**src/rtl/range_sched_pkg.sv**
```systemverilog
// Shared types and default widths for the range-rule search scheduler.
package range_sched_pkg;

    localparam int NUM_RULES_DEF = 8;
    localparam int IDX_W_DEF     = 3;
    localparam int KEY_W_DEF     = 16;
    localparam int PIPE_LAT_DEF  = 4;

    typedef enum logic [1:0] {
        IDLE  = 2'd0,
        ISSUE = 2'd1,
        DRAIN = 2'd2,
        DONE  = 2'd3
    } state_t;

    typedef struct packed {
        logic [KEY_W_DEF-1:0] lower;
        logic [KEY_W_DEF-1:0] upper;
        logic                 en;
    } rule_t;

    typedef struct packed {
        logic                 valid;
        logic [IDX_W_DEF-1:0] idx;
        logic                 en;
    } tag_t;

endpackage

```
**src/rtl/range_tag_pipe.sv**
```systemverilog
// Tag shift register that tracks which rule each in-flight matcher result belongs to.
module range_tag_pipe
    import range_sched_pkg::*;
#(
    parameter int PIPE_LAT = PIPE_LAT_DEF
) (
    input  logic clk,
    input  logic rst_n,
    input  tag_t tag_in,
    output tag_t tag_out
);

    tag_t tag_p [PIPE_LAT];

    always_ff @(posedge clk or negedge rst_n) begin
        if (!rst_n) begin
            for (int s = 0; s < PIPE_LAT; s++) tag_p[s] <= '0;
        end else begin
            tag_p[0] <= tag_in;
            for (int s = 1; s < PIPE_LAT; s++) tag_p[s] <= tag_p[s-1];
        end
    end

    assign tag_out = tag_p[PIPE_LAT-1];

endmodule

```
**src/rtl/range_match_scheduler.sv**
```systemverilog
// Time-shares one external range matcher across a rule table and reports the
// lowest-index enabled rule whose [lower, upper] range contains the search key.
module range_match_scheduler
    import range_sched_pkg::*;
#(
    parameter int NUM_RULES = NUM_RULES_DEF,
    parameter int IDX_W     = IDX_W_DEF,
    parameter int KEY_W     = KEY_W_DEF,
    parameter int PIPE_LAT  = PIPE_LAT_DEF
) (
    input  logic             clk,
    input  logic             rst,
    input  logic             cfg_we,
    input  logic [IDX_W-1:0] cfg_idx,
    input  logic [KEY_W-1:0] cfg_lower,
    input  logic [KEY_W-1:0] cfg_upper,
    input  logic             cfg_en,
    output logic             cfg_ready,
    input  logic             key_valid,
    input  logic [KEY_W-1:0] key,
    output logic             key_ready,
    output logic             res_valid,
    input  logic             res_ready,
    output logic             res_hit,
    output logic [IDX_W-1:0] res_idx,
    output logic [KEY_W-1:0] m_in,
    output logic [KEY_W-1:0] m_lower,
    output logic [KEY_W-1:0] m_upper,
    input  logic             m_match
);

    state_t           state, state_nxt;
    rule_t            rules [NUM_RULES];
    rule_t            cur_rule;
    logic [KEY_W-1:0] key_q;
    logic [IDX_W-1:0] issue_idx;
    logic             hit_q;
    logic [IDX_W-1:0] hit_idx_q;
    tag_t             tag_in, tag_tail;
    logic             key_fire, cfg_fire, last_eval, eval_hit;

    assign key_fire  = key_valid && key_ready;
    assign cfg_fire  = cfg_we && cfg_ready;
    assign cur_rule  = rules[issue_idx];
    assign last_eval = tag_tail.valid && (tag_tail.idx == IDX_W'(NUM_RULES - 1));
    assign eval_hit  = tag_tail.valid && tag_tail.en && m_match && !hit_q;

    always_ff @(posedge clk or negedge rst) begin
        if (!rst) state <= IDLE;
        else      state <= state_nxt;
    end

    always_comb begin
        state_nxt = state;
        case (state)
            IDLE:    if (key_fire) state_nxt = ISSUE;
            ISSUE:   if (issue_idx == IDX_W'(NUM_RULES - 1)) state_nxt = DRAIN;
            DRAIN:   if (last_eval) state_nxt = DONE;
            DONE:    if (res_ready) state_nxt = IDLE;
            default: state_nxt = IDLE;
        endcase
    end

    always_comb begin
        key_ready = 1'b0;
        cfg_ready = 1'b0;
        res_valid = 1'b0;
        m_in      = '0;
        m_lower   = '0;
        m_upper   = '0;
        tag_in    = '0;
        case (state)
            IDLE: begin
                key_ready = 1'b1;
                cfg_ready = 1'b1;
            end
            ISSUE: begin
                m_in    = key_q;
                m_lower = cur_rule.lower;
                m_upper = cur_rule.upper;
                // Disabled rules still occupy a slot so result latency never varies.
                tag_in  = '{valid: 1'b1, idx: issue_idx, en: cur_rule.en};
            end
            DONE:    res_valid = 1'b1;
            default: ;
        endcase
    end

    // Out-of-range indices match no entry and are dropped.
    always_ff @(posedge clk or negedge rst) begin
        if (!rst) begin
            for (int r = 0; r < NUM_RULES; r++) rules[r] <= '0;
        end else if (cfg_fire) begin
            for (int r = 0; r < NUM_RULES; r++) begin
                if (cfg_idx == IDX_W'(r))
                    rules[r] <= '{lower: cfg_lower, upper: cfg_upper, en: cfg_en};
            end
        end
    end

    always_ff @(posedge clk or negedge rst) begin
        if (!rst) begin
            key_q     <= '0;
            issue_idx <= '0;
        end else if (key_fire) begin
            key_q     <= key;
            issue_idx <= '0;
        end else if (state == ISSUE) begin
            issue_idx <= issue_idx + 1'b1;
        end
    end

    // First recorded hit wins; rules come back in ascending index order.
    always_ff @(posedge clk or negedge rst) begin
        if (!rst) begin
            hit_q     <= 1'b0;
            hit_idx_q <= '0;
        end else if (key_fire) begin
            hit_q     <= 1'b0;
            hit_idx_q <= '0;
        end else if (eval_hit) begin
            hit_q     <= 1'b1;
            hit_idx_q <= tag_tail.idx;
        end
    end

    assign res_hit = hit_q;
    assign res_idx = hit_idx_q;

    range_tag_pipe #(
        .PIPE_LAT (PIPE_LAT)
    ) u_tag_pipe (
        .clk     (clk),
        .rst_n   (rst),
        .tag_in  (tag_in),
        .tag_out (tag_tail)
    );

endmodule

```
**config.mk**
```make
export PLATFORM = sky130hd
export DESIGN_NAME = range_match_scheduler
export DESIGN_NICKNAME = d
export VERILOG_FILES = /design/src/rtl/range_sched_pkg.sv /design/src/rtl/range_tag_pipe.sv /design/src/rtl/range_match_scheduler.sv
export SDC_FILE = /design/constraint.sdc
export NUM_CORES = 1
export LEC_CHECK = 0
export ABC_AREA = 0
export CORE_MARGIN = 1
export CORE_UTILIZATION = 40
export CTS_BUF_LIST = sky130_fd_sc_hd__clkbuf_4 sky130_fd_sc_hd__clkbuf_8
export DETAILED_ROUTE_END_ITERATION = 16
export GPL_TIMING_DRIVEN = 0
export PLACE_DENSITY = 0.59
export SLEW_MARGIN = 5
export SYNTH_ARGS = -nofsm -noshare
export SYNTH_HDL_FRONTEND = slang
export SYNTH_SLANG_ARGS = --single-unit
```
**constraint.sdc**
```tcl
create_clock -name clk -period 2.3 [get_ports clk]
set_input_delay 0.23 -clock clk [delete_from_list [all_inputs] [get_ports clk]]
set_output_delay 0.23 -clock clk [all_outputs]
set_load 0.01 [all_outputs]
```
# Yosys cells after proc, flatten, opt, wreduce, memory -nomap -nowiden

Cells that the tools add are included.

Input bits: 58
Flip-flop bits (word level): 309
Output and inout bits: 55
Logic and storage cells: 100

Add/sub/neg operators: 1
Bitwise operators: 1
Equality and inequality tests: 16
Muxes and demuxes: 20
$lt $le $gt $ge: 1
Reductions and logical operators: 20

Operators with widths:

| cell                | number |
|---|---|
| $bmux 33 s3         | 1 |
| $mux 33             | 2 |
| $mux 16             | 3 |
| $eq 3x3->1 const B  | 6 |
| $reduce_and 2->1    | 8 |
| $mux 3              | 4 |
| $mux 2              | 4 |
| $ne 2x2->1 const B  | 4 |
| $pmux 2 s4          | 1 |
| $eq 3x2->1 const B  | 2 |
| $logic_and 1x1->1   | 6 |
| $mux 5              | 1 |
| $eq 2x2->1 const B  | 2 |
| $ge 4x4->1 const B  | 1 |
| $mux 1              | 4 |
| $not 3->4           | 1 |
| $reduce_and 4->1    | 1 |
| $reduce_bool 2->1   | 2 |
| $add 3x1->3 const B | 1 |
| $eq 3x1->1 const B  | 1 |
| $logic_not 3->1     | 1 |
| $eq 2x1->1 const B  | 1 |
| $logic_not 2->1     | 1 |
| $logic_not 1->1     | 1 |

# Longest topological paths before layout

Depth in word-level cells: 5
Gate-level depth with buffers: 7
Mapped depth without buffers: 6

# Modules after synthesis

From an unflattened synthesis, not the netlist that was laid out.

Cells, all modules: 887
Area total of the unflattened synthesis: 13598.0 um2

By module, submodules not included:

| module                | sequential area each (um2) | instances | area an instance (um2) | cells each |
|---|---|---|---|---|
| range_match_scheduler | 7231.9                     | 1         | 13060.0                | 862 |
| range_tag_pipe        | 500.5                      | 1         | 538.0                  | 25 |

# Worst setup path before layout

OpenSTA, ideal clock, no wires.

Path type: register to register
From: reg state[0]
To: reg rules[198] in the netlist's numbering
Path slack: 355 ps
Path buffers: 2
Data arrival time: 1817 ps
Clock period less this slack: 1945 ps
Setup time: 127 ps
Required time: 2173 ps
Cell stages (with the launch flop): 8
Path through: dfrtp_1 > inv_1 > ha_1 > nand3_1 > or3_1 > buf_2 > buf_6 > mux2_1

Word-level cells in the longest chain between the ends: 4

RTL lines:

| what                              | line                        | text |
|---|---|---|
| start, declared                   | range_match_scheduler.sv:32 | `state_t state, state_nxt;` |
| start signal, assigned            | range_match_scheduler.sv:50 | `else state <= state_nxt;` |
| $logic_not 2->1                   | range_match_scheduler.sv:72 | `case (state)` |
| $mux 1                            | range_match_scheduler.sv:72 |  |
| via cfg_ready                     | range_match_scheduler.sv:18 | `output logic cfg_ready,` |
| $logic_and 1x1->1                 | range_match_scheduler.sv:43 | `assign cfg_fire = cfg_we && cfg_ready;` |
| $reduce_and 2->1 (no source line) | --                          |  |
| end signal, assigned by index     | range_match_scheduler.sv:96 | `rules[r] <= '{lower: cfg_lower, upper: cfg_upper, en: cfg_en};` |
| end, declared                     | range_match_scheduler.sv:33 | `rule_t rules [NUM_RULES];` |

The timed path passes the listed nets, and every way through them passes these cells.
A chain may end at the register's enable or synchronous reset.

# Worst setup path in the final report

From: reg issue_idx[1]
To: out m_upper[2]

Word-level cells in the longest chain between the ends: 5

RTL lines:

| what                                        | line                         | text |
|---|---|---|
| start, declared                             | range_match_scheduler.sv:36  | `logic [IDX_W-1:0] issue_idx;` |
| start signal, assigned                      | range_match_scheduler.sv:109 | `issue_idx <= issue_idx + 1'b1;` |
| $not 3->4 (implied by the code)             | range_match_scheduler.sv:44  | `assign cur_rule = rules[issue_idx];` |
| $bmux 33 s3                                 | range_match_scheduler.sv:44  |  |
| $mux 33 (implied by the code) (2 in series) | range_match_scheduler.sv:44  |  |
| $mux 16                                     | range_match_scheduler.sv:72  |  |
| end, declared                               | range_match_scheduler.sv:28  | `output logic [KEY_W-1:0] m_upper,` |

Every way passes these cells. The select of a mux whose other input is x is not followed.

==> impl_metrics.py <==
metrics = {
    "status": {
        "outcome": "finished with violations",
        "violations": "negative setup slack",
    },
    "global_route": {
        "grt_pass1_vias": 8678,
        "grt_overflow_total": 0,
        "grt_antenna_before_repair": 1,
        "grt_use_total_pct": 19.6,
        "grt_pass1_wl_um": 51400,
        "grt_max_degree": 90,
    },
    "setup_path": {
        "r2r_cells": 6,
        "crit_path_start": "issue_idx[1]$_DFFE_PN0P_",
        "crit_end": "m_upper[2]",
        "cp_top_family": "buffers and inverters",
        "crit_cells": 7,
        "cpMaxStageDelayCell": "mux4_2",
        "start_kind": "flop",
        "crit_buf_inv": 4,
        "reg2reg_to": "rules[166]$_DFFE_PN0P_",
        "cp.required_ns": 2.07,
        "rr_startpoint": "state[0]$_DFFE_PN0P_",
        "r2r_slack_ns": 0.08,
        "cp_max_fo": 6,
        "endpoint_kind": "output pin",
        "arrival_ns": 2.32,
        "critPathMaxStageDelay_ns": 0.51,
        "crit_chain": "buf_12 > buf_12 > buf_12 > mux4_2 > o22ai_2 > a211oi_2 > buf_2",
        "path_common_cell": "buf_12",
        "critPathKind": "flop to output pin",
    },
    "floorplanning": {
        "start_util_pct": 40.6,
        "chipHeight_um": 186,
        "die-area_um2": 34700,
        "pin_count": 113,
        "core.rowCount": 67,
        "die_w_um": 186,
        "core_um2": 33400,
    },
    "routing": {
        "first_iter_violations": 290,
        "drc_errors": 0,
        "viasPerCell": 5.28,
        "drt_wl_total_um": 32400,
        "antenna_left": 0,
        "wl_per_cell_um": 20.9,
        "vias": 8196,
        "dr.pass1.iters": 4,
    },
    "clocking": {
        "clk_latency_ns": 0.59,
        "path_clk_slew_ns": 0.06,
        "h-tree-depth": 2,
        "root_buffer": "clkbuf_8",
        "cts.path.max_buffers": 3,
        "numCtsBuffers": 52,
        "clock_sinks": 309,
        "cts_tree": "built",
    },
    "placement": {
        "dpl_cell_area_um2": 15300,
        "io_buffers": 112,
        "place_hpwl_um": 20100,
        "place_congestion": 0.732,
    },
    "finish": {
        "drive_gt1_share_pct": 50.8,
        "multiInputGateArea_um2": 5920,
        "ff_latch_area_um2": 7730,
        "finalInstanceArea_um2": 17100,
        "syn_to_final_growth_pct": 26.3,
        "diodes": 0,
        "num-nets-final": 1138,
        "fillers": 2866,
    },
    "synth": {
        "netlist_area_um2": 13600,
        "synthesis.nets": 947,
        "syn_inst": 882,
        "yosysSeqAreaShare_pct": 56.9,
        "yosysMostFrequentCell": "dfrtp_1",
        "synth_area_leaders": "dfrtp_1 (57%), mux2_2 (21%), mux4_2 (5.5%)",
        "synth_common_cells": "dfrtp_1 (309), mux2_2 (254), mux2_1 (60)",
        "synth_edf_count": 0,
        "ys.flop_type": "dfrtp_1",
        "synth-seq-cells": 309,
        "synthArstFlopShare_pct": 100,
        "yosysUniqueCellTypes": 30,
        "netlist.area_leader.share_pct": 56.9,
        "synth_warnings": 0,
        "yosysTopAreaCell": "dfrtp_1",
        "synth_area_per_cell_um2": 15.4,
    },
    "timing": {
        "min_period_over_period_pct": 111,
        "setup-tns-final_ns": -5.72,
        "hold_violations": 0,
        "grt_setup_unrepaired": "true",
        "maxSlewHeadroom_pct": 68.9,
        "finalMaxSlewViolations": 0,
        "period_minus_slack_ns": 2.55,
        "fmax_ghz": 0.393,
        "tightestPinTransition_ns": 0.466,
        "setup-violations-final": 32,
        "fin_ws_ns": -0.245,
        "worst_clock_skew_ns": 0.0285,
    },
    "pwr": {
        "pwr-share-clk_pct": 21.2,
        "leakage_uw": 0.00762,
        "net-switching-power_uw": 6980,
        "p_per_area_nw_per_um2": 1320,
        "total_power_uw": 22600,
        "seqPwrFrac_pct": 40.4,
        "comb_power_share_pct": 38.4,
        "sw_frac_of_total_pct": 30.9,
        "intPower_uw": 15600,
        "ir_drop_mv": 0.570,
    },
    "min_path": {
        "worstHoldPathType": "input port to asynchronous set/reset pin",
    },
    "run": {
        "drv_cap": 0,
    },
}
layer usage:
layer	up-vias	routed length [um]	global-route usage (%)	share of wire [%]
li1	3656	-	-	-
met1	4305	15300	27.6	47
met2	178	15000	31.2	46
met3	55	1440	3.49	4.4
met4	2	682	5.41	2.1
met5	-	17	0	0.053
worst register-to-register path: stages, from the launching register on:
cell and delay, ns:
dfrtp_2 0.45, inv_2 0.11, ha_4 0.22, nand3b_1 0.19, nor2_2 0.34, buf_2 0.41
mux2_2 0.38
registers in the layout, summed over array words and instances, names as in the netlist:
signal              cells
issue_idx               3
key_q                  16
res_hit                 1
res_idx                 3
rules                 264
state                   2
u_tag_pipe.tag_out      5
u_tag_pipe.tag_p       15
cell families (layout without fill, tap and decap cells):
| group | Yosys count | in the layout | synth area share, % |
|---|---|---|---|
| multiplexers | 385 | 385 | 34.3 |
| flip-flops | 309 | 309 | 56.9 |
| buffers and inverters | 65 | 287 | 2.65 |
| AO/OA/AOI/OAI | 70 | 70 | 3.57 |
| XOR/XNOR | 1 | 1 | 0.0645 |
| adder cells (fa/ha/maj) | 7 | 7 | 0.645 |
| AND/OR/NAND/NOR | 45 | 45 | 1.82 |
worst min path at each step:
stage	from	to	slack (ns)	depth (start not counted)
2_1_floorplan	rst	issue_idx[0]$_DFFE_PN0P_	-0.07	0
3_3_place_gp	u_tag_pipe.tag_p[14]$_DFF_PN0_	u_tag_pipe.tag_p[9]$_DFF_PN0_	0.33	0
3_5_place_dp	rst	rules[91]$_DFFE_PN0P_	0.19	1
4_1_cts	rst	rules[95]$_DFFE_PN0P_	0.16	2
5_1_grt	rst	rules[124]$_DFFE_PN0P_	0.21	2
6_report	rst	rules[91]$_DFFE_PN0P_	0.18	2
metrics by stage:
stage,hold WS (ns),util (%),setup slack [ns],instances
floorplan,-0.0656,-,0.355,882
global placement,0.332,45.6,-13.02,1442
detailed placement,0.187,45.9,-0.610,1445
CTS,0.163,51.0,-0.284,1549
global route,0.210,51.3,-0.331,1552
finish,0.181,51.3,-0.245,1552
layout make-up:
class	instances	share of cell area [%]
flip-flops and latches	309	45.1
multi-input cells	508	34.5
repair buffers	138	7.59
clock buffers	81	5.77
plain buffers	60	3.49
well taps	448	3.27
clock inverters	4	0.146
inverters	4	0.117
power groups by stage:
stage / clock network, uW / registers (uW) / logic [uW]
floorplan: 0 / 8780 / 5130
global placement: 0 / 9110 / 7260
detailed placement: 0 / 9140 / 7380
CTS: 4950 / 9100 / 8530
global route: 5190 / 9440 / 9390
finish: 4790 / 9120 / 8660
cells in the final DEF, fill, tap and decap left out, drive strengths merged, types with 13 or more instances in the layout:
master and n:
o22ai 33, mux2i 38, mux2 314, a211oi 33, dlygate4sd2 16, nor2 13, clkdlybuf4s50 63, clkbuf 91
mux4 33, and2 20, dfrtp 309, buf 108
timing repair:
item,in CTS,in global routing
setup endpoints to repair,231,39
pin swaps,20,27
cloned,2,0
setup buffers,17,6
endpoints found under the hold margin,53,0
resized for setup,305,25
hold buffers,1,0
(Power assumes the default switching activity.)
